`src/rtl/arcade_input_mapper.sv`:
```
// Maps PS/2 key events and two joysticks onto per-player arcade control vectors
// with optional rotation, per-player autofire and a fixed-length coin pulse.
module arcade_input_mapper #(
   parameter int          NPLAYERS    = 2,
   parameter int          AF_FRAMES   = 4,
   parameter logic [15:0] COIN_CYCLES = 16'd1800
) (
   input  logic                  clk_sys,
   input  logic                  reset_n,
   input  logic [10:0]           ps2_key,
   input  logic [15:0]           joystick_0,
   input  logic [15:0]           joystick_1,
   input  logic                  merge_joy,
   input  logic                  rotate,
   input  logic                  autofire_en,
   input  logic                  vblank,
   output logic [NPLAYERS*8-1:0] ctrl,
   output logic                  coin
);

   localparam int K_UP     = 0;
   localparam int K_DOWN   = 1;
   localparam int K_LEFT   = 2;
   localparam int K_RIGHT  = 3;
   localparam int K_FIRE   = 4;
   localparam int K_BOMB   = 5;
   localparam int K_START1 = 6;
   localparam int K_START2 = 7;
   localparam int K_COIN   = 8;

   localparam logic [7:0] AF_LAST = 8'(AF_FRAMES - 1);

   logic                  tog_q, tog_d;
   logic                  init_q, init_d;
   logic [8:0]            keys_q, keys_d;
   logic                  key_evt;
   logic                  vb_q, vb_d;
   logic                  vb_rise;
   logic [7:0]            af_cnt_q [NPLAYERS];
   logic [7:0]            af_cnt_d [NPLAYERS];
   logic [NPLAYERS-1:0]   af_ph_q, af_ph_d;
   logic [NPLAYERS-1:0]   fire_prev_q, fire_prev_d;
   logic                  coin_prev_q, coin_prev_d;
   logic [15:0]           coin_cnt_q, coin_cnt_d;
   logic [NPLAYERS*8-1:0] ctrl_q, ctrl_d;

   logic [7:0]            joy_m;
   logic [5:0]            joy_sel [2];
   logic [5:0]            raw [2];
   logic [1:0]            start_raw;
   logic                  coin_src;
   logic [3:0]            dir;
   logic                  fire;
   logic                  unused_ok;

   assign unused_ok = ^{joystick_0[15:8], joystick_1[15:8], ps2_key[8]};

   // The first cycle out of reset only captures the toggle bit, so a toggle
   // level left high across reset is never mistaken for a new event.
   always_comb begin
      key_evt = init_q && (ps2_key[10] != tog_q);
      tog_d   = ps2_key[10];
      init_d  = 1'b1;
      keys_d  = keys_q;
      if (key_evt) begin
         case (ps2_key[7:0])
            8'h75:   keys_d[K_UP]     = ps2_key[9];
            8'h72:   keys_d[K_DOWN]   = ps2_key[9];
            8'h6B:   keys_d[K_LEFT]   = ps2_key[9];
            8'h74:   keys_d[K_RIGHT]  = ps2_key[9];
            8'h29:   keys_d[K_FIRE]   = ps2_key[9];
            8'h14:   keys_d[K_BOMB]   = ps2_key[9];
            8'h05:   keys_d[K_START1] = ps2_key[9];
            8'h06:   keys_d[K_START2] = ps2_key[9];
            8'h2E:   keys_d[K_COIN]   = ps2_key[9];
            default: ;
         endcase
      end
   end

   always_comb begin
      joy_m      = joystick_0[7:0] | joystick_1[7:0];
      joy_sel[0] = merge_joy ? joy_m[5:0] : joystick_0[5:0];
      joy_sel[1] = merge_joy ? 6'd0 : joystick_1[5:0];
      raw[0]     = joy_sel[0] | {keys_q[K_BOMB], keys_q[K_FIRE], keys_q[K_UP],
                                 keys_q[K_DOWN], keys_q[K_LEFT], keys_q[K_RIGHT]};
      raw[1]     = joy_sel[1];
      // Start buttons always come from the merged word so either stick can start.
      start_raw  = {keys_q[K_START2] | joy_m[7], keys_q[K_START1] | joy_m[6]};
      coin_src   = start_raw[0] | start_raw[1] | keys_q[K_COIN];
   end

   always_comb begin
      vb_rise     = vblank & ~vb_q;
      vb_d        = vblank;
      ctrl_d      = '0;
      dir         = '0;
      fire        = 1'b0;
      af_ph_d     = af_ph_q;
      fire_prev_d = fire_prev_q;
      for (int p = 0; p < NPLAYERS; p++) begin
         af_cnt_d[p]    = af_cnt_q[p];
         fire_prev_d[p] = raw[p][4];
         dir = rotate ? {raw[p][1], raw[p][0], raw[p][2], raw[p][3]} : raw[p][3:0];
         // A fresh press restarts the period with fire on, even on a vblank edge.
         if (raw[p][4] && !fire_prev_q[p]) begin
            af_cnt_d[p] = 8'd0;
            af_ph_d[p]  = 1'b1;
         end else if (vb_rise) begin
            if (af_cnt_q[p] == AF_LAST) begin
               af_cnt_d[p] = 8'd0;
               af_ph_d[p]  = ~af_ph_q[p];
            end else begin
               af_cnt_d[p] = af_cnt_q[p] + 8'd1;
            end
         end
         fire = raw[p][4] & (autofire_en ? af_ph_d[p] : 1'b1);
         ctrl_d[8*p +: 8] = {1'b0, start_raw[p], raw[p][5], fire, dir};
      end
   end

   always_comb begin
      coin_prev_d = coin_src;
      coin_cnt_d  = coin_cnt_q;
      if (coin_cnt_q != 16'd0) begin
         coin_cnt_d = coin_cnt_q - 16'd1;
      end else if (coin_src && !coin_prev_q) begin
         coin_cnt_d = COIN_CYCLES;
      end
   end

   always_ff @(posedge clk_sys or negedge reset_n) begin
      if (!reset_n) begin
         tog_q       <= 1'b0;
         init_q      <= 1'b0;
         keys_q      <= '0;
         vb_q        <= 1'b0;
         af_ph_q     <= '1;
         fire_prev_q <= '0;
         coin_prev_q <= 1'b0;
         coin_cnt_q  <= 16'd0;
         ctrl_q      <= '0;
         for (int p = 0; p < NPLAYERS; p++) begin
            af_cnt_q[p] <= 8'd0;
         end
      end else begin
         tog_q       <= tog_d;
         init_q      <= init_d;
         keys_q      <= keys_d;
         vb_q        <= vb_d;
         af_ph_q     <= af_ph_d;
         fire_prev_q <= fire_prev_d;
         coin_prev_q <= coin_prev_d;
         coin_cnt_q  <= coin_cnt_d;
         ctrl_q      <= ctrl_d;
         for (int p = 0; p < NPLAYERS; p++) begin
            af_cnt_q[p] <= af_cnt_d[p];
         end
      end
   end

   assign ctrl = ctrl_q;
   assign coin = (coin_cnt_q != 16'd0);

endmodule

```
`config.mk`:
```
export PLATFORM = sky130hd
export DESIGN_NAME = arcade_input_mapper
export DESIGN_NICKNAME = d
export VERILOG_FILES = /design/src/rtl/arcade_input_mapper.sv
export SDC_FILE = /design/constraint.sdc
export NUM_CORES = 1
export LEC_CHECK = 0
export CAP_MARGIN = 20
export CORE_ASPECT_RATIO = 0.75
export CORE_MARGIN = 3
export CORE_UTILIZATION = 40
export CTS_CLUSTER_DIAMETER = 100
export DETAILED_ROUTE_END_ITERATION = 10
export PLACE_DENSITY = 0.75
export SETUP_SLACK_MARGIN = 0.05
export SYNTH_ARGS = -nofsm -noshare
export SYNTH_HDL_FRONTEND = slang
export SYNTH_SLANG_ARGS = --single-unit
```
`constraint.sdc`:
```
create_clock -name clk_sys -period 2.2 [get_ports clk_sys]
set_input_delay 0.44 -clock clk_sys [delete_from_list [all_inputs] [get_ports clk_sys]]
set_output_delay 0.44 -clock clk_sys [all_outputs]
set_load 0.01 [all_outputs]
```
# --- Word-level counts from Yosys, hierarchy flattened ---
# Cells that the tools add are included.
totals:
  elab_cells: 86
  out_inout_bits: 17
  in_bits: 49
  reg_bits: 63
op_classes:
  add_sub_neg: 3
  eq_ne: 12
  reduce_logical: 20
  bitwise: 12
  muxes: 20
op_table:
  columns: ["operator", "n"]
  rows:
  - ["8-bit two-way mux", 6]
  - ["8-bit by 7-bit == test with 1-bit output (second input constant)", 4]
  - ["16-bit two-way mux", 2]
  - ["2-bit AND reduction", 9]
  - ["8-bit by 1-bit adder with 8-bit output (second input constant)", 2]
  - ["8-bit by 2-bit == test with 1-bit output (second input constant)", 2]
  - ["8-bit by 3-bit == test with 1-bit output (second input constant)", 2]
  - ["8-bit by 6-bit == test with 1-bit output (second input constant)", 2]
  - ["16-bit nonzero test", 1]
  - ["16-bit by 1-bit subtractor with 16-bit output (second input constant)", 1]
  - ["6-bit two-way mux", 2]
  - ["8-bit by 5-bit == test with 1-bit output (second input constant)", 1]
  - ["1-bit two-way mux", 8]
  - ["4-bit two-way mux", 2]
  - ["8-bit OR", 1]
  - ["6-bit OR", 1]
  - ["2-bit nonzero test", 3]
  - ["1-bit logical AND", 4]
  - ["1-bit OR", 4]
  - ["1-bit bitwise AND", 3]
  - ["1-bit logical NOT", 3]
  - ["1-bit inverter", 3]
  - ["1-bit != test", 1]

# --- Logic depth before layout (Yosys ltp) ---
depth:
  word_depth: 7
  ltp_mapped: 6
  mapped_depth_nobuf: 6

# --- Worst setup path after synthesis ---
# No wires, ideal clock.
synth_timing:
  path_kind: "register to output"
  startpoint: "register coin_cnt_q[15]"
  endpoint: "output port coin"
  slack_ns: 0.435
  t_arrival_ns: 1.325
  required_ns: 1.760
  n_path_buf: 0
  stages_incl_launch_ff: 5
  path_cell_list: "dfrtp_1 -> nor4_1 -> nand4_1 -> nor2_1 -> inv_1"
synth_via:
  elab_chain_cells: 1
synth_lines:
  columns: ["item", "line", "rtl"]
  rows:
  - ["start: declaration", "44", "logic [15:0] coin_cnt_q, coin_cnt_d;"]
  - ["start signal: assignment", "154", "coin_cnt_q <= coin_cnt_d;"]
  - ["16-bit nonzero test", "163", "assign coin = (coin_cnt_q != 16'd0);"]
  - ["end: declaration", "18", "output logic coin"]
# Every way passes these cells.

# --- Worst setup path in the final report ---
layout_timing:
  startpoint: "register coin_cnt_q[13]"
  endpoint: "output port coin"
# The elaborated chain is that of the path after synthesis.

==> impl_metrics.xml <==
<?xml version="1.0" encoding="UTF-8"?>
<metrics>
  <group name="yosys">
    <metric name="synthCells" unit="">276</metric>
    <metric name="post_synth_and_or_nand_nor_area_fraction" unit="">0.2180</metric>
    <metric name="synth_area_per_cell" unit="um^2">11.04</metric>
    <metric name="synth.distinct_cells" unit="">52</metric>
    <metric name="combinational_family_with_the_most_area_after_synthesis" unit="">simple AND/OR/NAND/NOR gates</metric>
    <metric name="synth_mux_area_frac" unit="">0.07348</metric>
    <metric name="netlist_top_cells_area" unit="">dfrtp_1 50%, mux2_2 4.1%, xor2_1 3.7%</metric>
    <metric name="synth_enable_flop_cells" unit="">0</metric>
    <metric name="synth-compound-area-share" unit="">0.1100</metric>
    <metric name="yosys_register_bits" unit="">63</metric>
    <metric name="post-synth-top-area-cell" unit="">dfrtp_1</metric>
    <metric name="synth_top_flop_cell" unit="">dfrtp_1</metric>
    <metric name="yosysWarningCount" unit="">0</metric>
    <metric name="synth_top_area_share" unit="">0.5008</metric>
    <metric name="async_flop_share" unit="">1.000</metric>
    <metric name="synth_sequential_area_ratio" unit="">0.5181</metric>
    <metric name="synthAdderAreaFrac" unit="">0.01642</metric>
    <metric name="post_synth_instance_area" unit="um^2">3048</metric>
    <metric name="xor_and_xnor_fraction_of_the_mapped_netlist_area" unit="">0.04023</metric>
  </group>
  <group name="final_layout">
    <metric name="drive_above_1_share" unit="">0.1966</metric>
    <metric name="area_delta_synth_final" unit="%">29.39</metric>
    <metric name="antenna-diode-count" unit="">0</metric>
    <metric name="net_total_in_the_final_layout" unit="">402</metric>
    <metric name="n_fill_cell" unit="">618</metric>
    <metric name="fin_util" unit="">0.5561</metric>
    <metric name="layout.cell_area.non_filler" unit="um^2">3944</metric>
  </group>
  <group name="clocking">
    <metric name="post_cts_hold_buffer_count" unit="">0</metric>
    <metric name="cts_num_sinks" unit="">63</metric>
    <metric name="cts.reportedPaths.clkPinSlew" unit="ns">0.06</metric>
    <metric name="clockRootBuffer" unit="">clkbuf_8</metric>
    <metric name="clk-insertion-delay-late" unit="ns">0.34</metric>
    <metric name="clock_tree_from_tritoncts" unit="">yes</metric>
    <metric name="clockBufferDepth" unit="">2</metric>
    <metric name="htree_levels" unit="">3</metric>
    <metric name="tritoncts_buffer_count" unit="">9</metric>
  </group>
  <group name="power">
    <metric name="cellLeakagePower" unit="nW">1.687</metric>
    <metric name="power.density" unit="nW/um^2">819.5</metric>
    <metric name="power.share.sequential" unit="">0.481</metric>
    <metric name="switching_share" unit="">0.3180</metric>
    <metric name="clock_power_share" unit="">0.257</metric>
    <metric name="peakVddDrop" unit="uV">348.2</metric>
    <metric name="p_int" unit="W">0.002204</metric>
    <metric name="power.share.combinational" unit="">0.262</metric>
    <metric name="switchingPower" unit="W">0.001028</metric>
  </group>
  <group name="grt">
    <metric name="grt_antenna_before_repair" unit="">0</metric>
    <metric name="grt_overflow" unit="">0</metric>
    <metric name="grt_max_degree" unit="">64</metric>
    <metric name="grt_pass1_wl" unit="mm">10.79</metric>
    <metric name="overall_global_routing_resource_usage" unit="">0.1574</metric>
    <metric name="grt_pass1_vias" unit="">2275</metric>
  </group>
  <group name="placed_design">
    <metric name="buffer_ports.inserted" unit="">46</metric>
    <metric name="pre_cts_slack" unit="ns">0.01084</metric>
    <metric name="detailed_place_hpwl" unit="mm">4.661</metric>
    <metric name="finalWeightedCongestion" unit="">0.8756</metric>
    <metric name="cell_area_reported_after_detailed_placement" unit="um^2">3739</metric>
  </group>
  <group name="floorplan">
    <metric name="pin_count" unit="">66</metric>
    <metric name="rows" unit="">26</metric>
    <metric name="die_y" unit="um">81.60</metric>
    <metric name="fp.dieArea" unit="um^2">8714</metric>
    <metric name="start_util" unit="">0.4298</metric>
    <metric name="placeableCoreArea" unit="um^2">7092</metric>
    <metric name="floorplan.die.width" unit="um">106.8</metric>
  </group>
  <group name="drt">
    <metric name="drt_drc_violations_left" unit="">0</metric>
    <metric name="num_vias" unit="">2364</metric>
    <metric name="dr.pass1.iters" unit="">4</metric>
    <metric name="drt_iter0_markers" unit="">125</metric>
    <metric name="finalWirelength" unit="mm">6.316</metric>
    <metric name="vias_per_cell" unit="">5.265</metric>
    <metric name="final_antenna_net_count" unit="">0</metric>
    <metric name="route.detailed.wl_per_inst" unit="um">14.07</metric>
  </group>
  <group name="sta">
    <metric name="post-route-worst-setup-slack" unit="ns">0.2326</metric>
    <metric name="post-route-period-util" unit="">0.8943</metric>
    <metric name="tightest_slew" unit="ns">0.7000</metric>
    <metric name="finClkSkew" unit="ns">0.008824</metric>
    <metric name="finalSetupViolCount" unit="">0</metric>
    <metric name="timing.final.crit_period" unit="ns">1.967</metric>
    <metric name="totalNegativeSetupSlack" unit="ns">0</metric>
    <metric name="rsz0062_at_grt" unit="">no</metric>
    <metric name="hold_viol_final" unit="">0</metric>
    <metric name="slew_headroom" unit="">0.5294</metric>
    <metric name="maxSlewViolCount" unit="">0</metric>
    <metric name="fmax" unit="GHz">0.5083</metric>
  </group>
  <group name="worst_hold_path">
    <metric name="hp-class" unit="">in -&gt; async</metric>
  </group>
  <group name="status">
    <metric name="status" unit="">completed</metric>
  </group>
  <group name="worst_setup_path">
    <metric name="critPathKind" unit="">reg -&gt; out</metric>
    <metric name="setup.worst_path.start_class" unit="">flop</metric>
    <metric name="endpoint_kind" unit="">output pin</metric>
    <metric name="critPathMaxFanout" unit="">3</metric>
    <metric name="critPathArrivalTime" unit="ns">1.53</metric>
    <metric name="worstPathRequired" unit="ns">1.76</metric>
  </group>
  <group name="run">
    <metric name="cap_violations" unit="">0</metric>
  </group>
</metrics>
kinds of logic after synthesis:
family	after synthesis
xor+xnor	14
simple gates	114
flops	63
mux	21
compound gates	44
buf+inv	14
other cells	2
fa+ha+maj	4
worst paths after layout:
path	startpoint	endpoint	slack (ns)	cells past startpoint
min reg2reg	coin_cnt_q[10]$_DFFE_PN0P_	coin_cnt_q[10]$_DFFE_PN0P_	0.50	1
max in group asynchronous	reset_n	af_ph_q[1]$_DFF_PN1_	1.78	2
max reg2reg	coin_cnt_q[3]$_DFFE_PN0P_	coin_cnt_q[10]$_DFFE_PN0P_	0.42	4
min	reset_n	ctrl[4]$_DFF_PN0_	0.11	2
min in group clk_sys	coin_cnt_q[10]$_DFFE_PN0P_	coin_cnt_q[10]$_DFFE_PN0P_	0.50	1
max	coin_cnt_q[13]$_DFFE_PN0P_	coin	0.23	5
what timing repair did:
action | 4_1_cts | 5_1_grt
resized for setup | 5 | 4
endpoints found under the setup margin | 1 | 1
buffers inserted | 2 | 2
pin swaps | 3 | 3
critical path: stages, from the launching register on:
cell and delay [ns]:
dfrtp_2 0.43, nor4_4 0.29, nand4_1 0.17, nor2_2 0.14
inv_1 0.05, clkbuf_2 0.12
layout by cell type (no fill, tap or decap), types with 10 or more instances in the layout:
cell	instances
a21oi_1	10
o21ai_0	10
nand2_1	17
mux2_2	11
nor3_1	11
clkdlybuf4s50_1	44
clkbuf_8	10
dfrtp_1	59
xor2_1	13
buf_4	21
nand3_1	10
nor2_1	23
mux2i_1	10
cells in the mapped netlist, types with 4 or more instances:
library cell / instances
and3_1: 4
ha_1: 4
nor2_1: 24
nor4_1: 5
xor2_1: 13
or3_1: 7
nand3_1: 10
mux2_2: 11
a211oi_1: 7
nand4_1: 7
mux2i_1: 10
a21oi_1: 10
o21ai_0: 10
inv_1: 7
nand4b_1: 6
nor3_1: 11
nand2_1: 17
dfrtp_1: 61
per-stage QoR:
stage	instances	hold slack, ns	power, W
2_1_floorplan	277	0.1444	0.002016
3_3_place_gp	432	0.4739	0.002312
3_5_place_dp	432	0.4752	0.002349
4_1_cts	447	0.1138	0.003234
5_1_grt	449	0.1308	0.003452
6_report	449	0.1056	0.003232
registers in the layout, indices dropped and copies added, names as in the netlist:
register	cells
vb_q	1
init_q	1
fire_prev_q	2
af_ph_q	2
coin_cnt_q	16
ctrl	14
coin_prev_q	1
af_cnt_q	16
tog_q	1
keys_q	9
layer usage:
metal,vias to the layer above,track usage,part of all wire
li1,1160,-,-
met1,1134,0.2103,0.47
met2,65,0.2469,0.47
met3,5,0.04949,0.054
met4,0,0.04981,0.0081
met5,-,0,0
power by group through the flow:
stage	registers, W	logic [W]	clock network (W)
floorplan	0.00154	0.000479	0
CTS	0.00155	0.000824	0.000856
global route	0.00159	0.000950	0.000913
detailed placement	0.00156	0.000793	0
global placement	0.00155	0.000761	0
finish	0.00155	0.000847	0.000830
final cells by class:
type / count / area (um^2) / area share
repair buffers: 68 / 628.1 / 0.1593
clock buffers: 10 / 137.6 / 0.03490
well taps: 98 / 122.6 / 0.03109
inverters: 7 / 26.28 / 0.006662
flip-flops and latches: 63 / 1582 / 0.4010
multi-input cells: 200 / 1425 / 0.3614
clock inverters: 3 / 22.52 / 0.005711
Power figures use the tool's default switching activity.
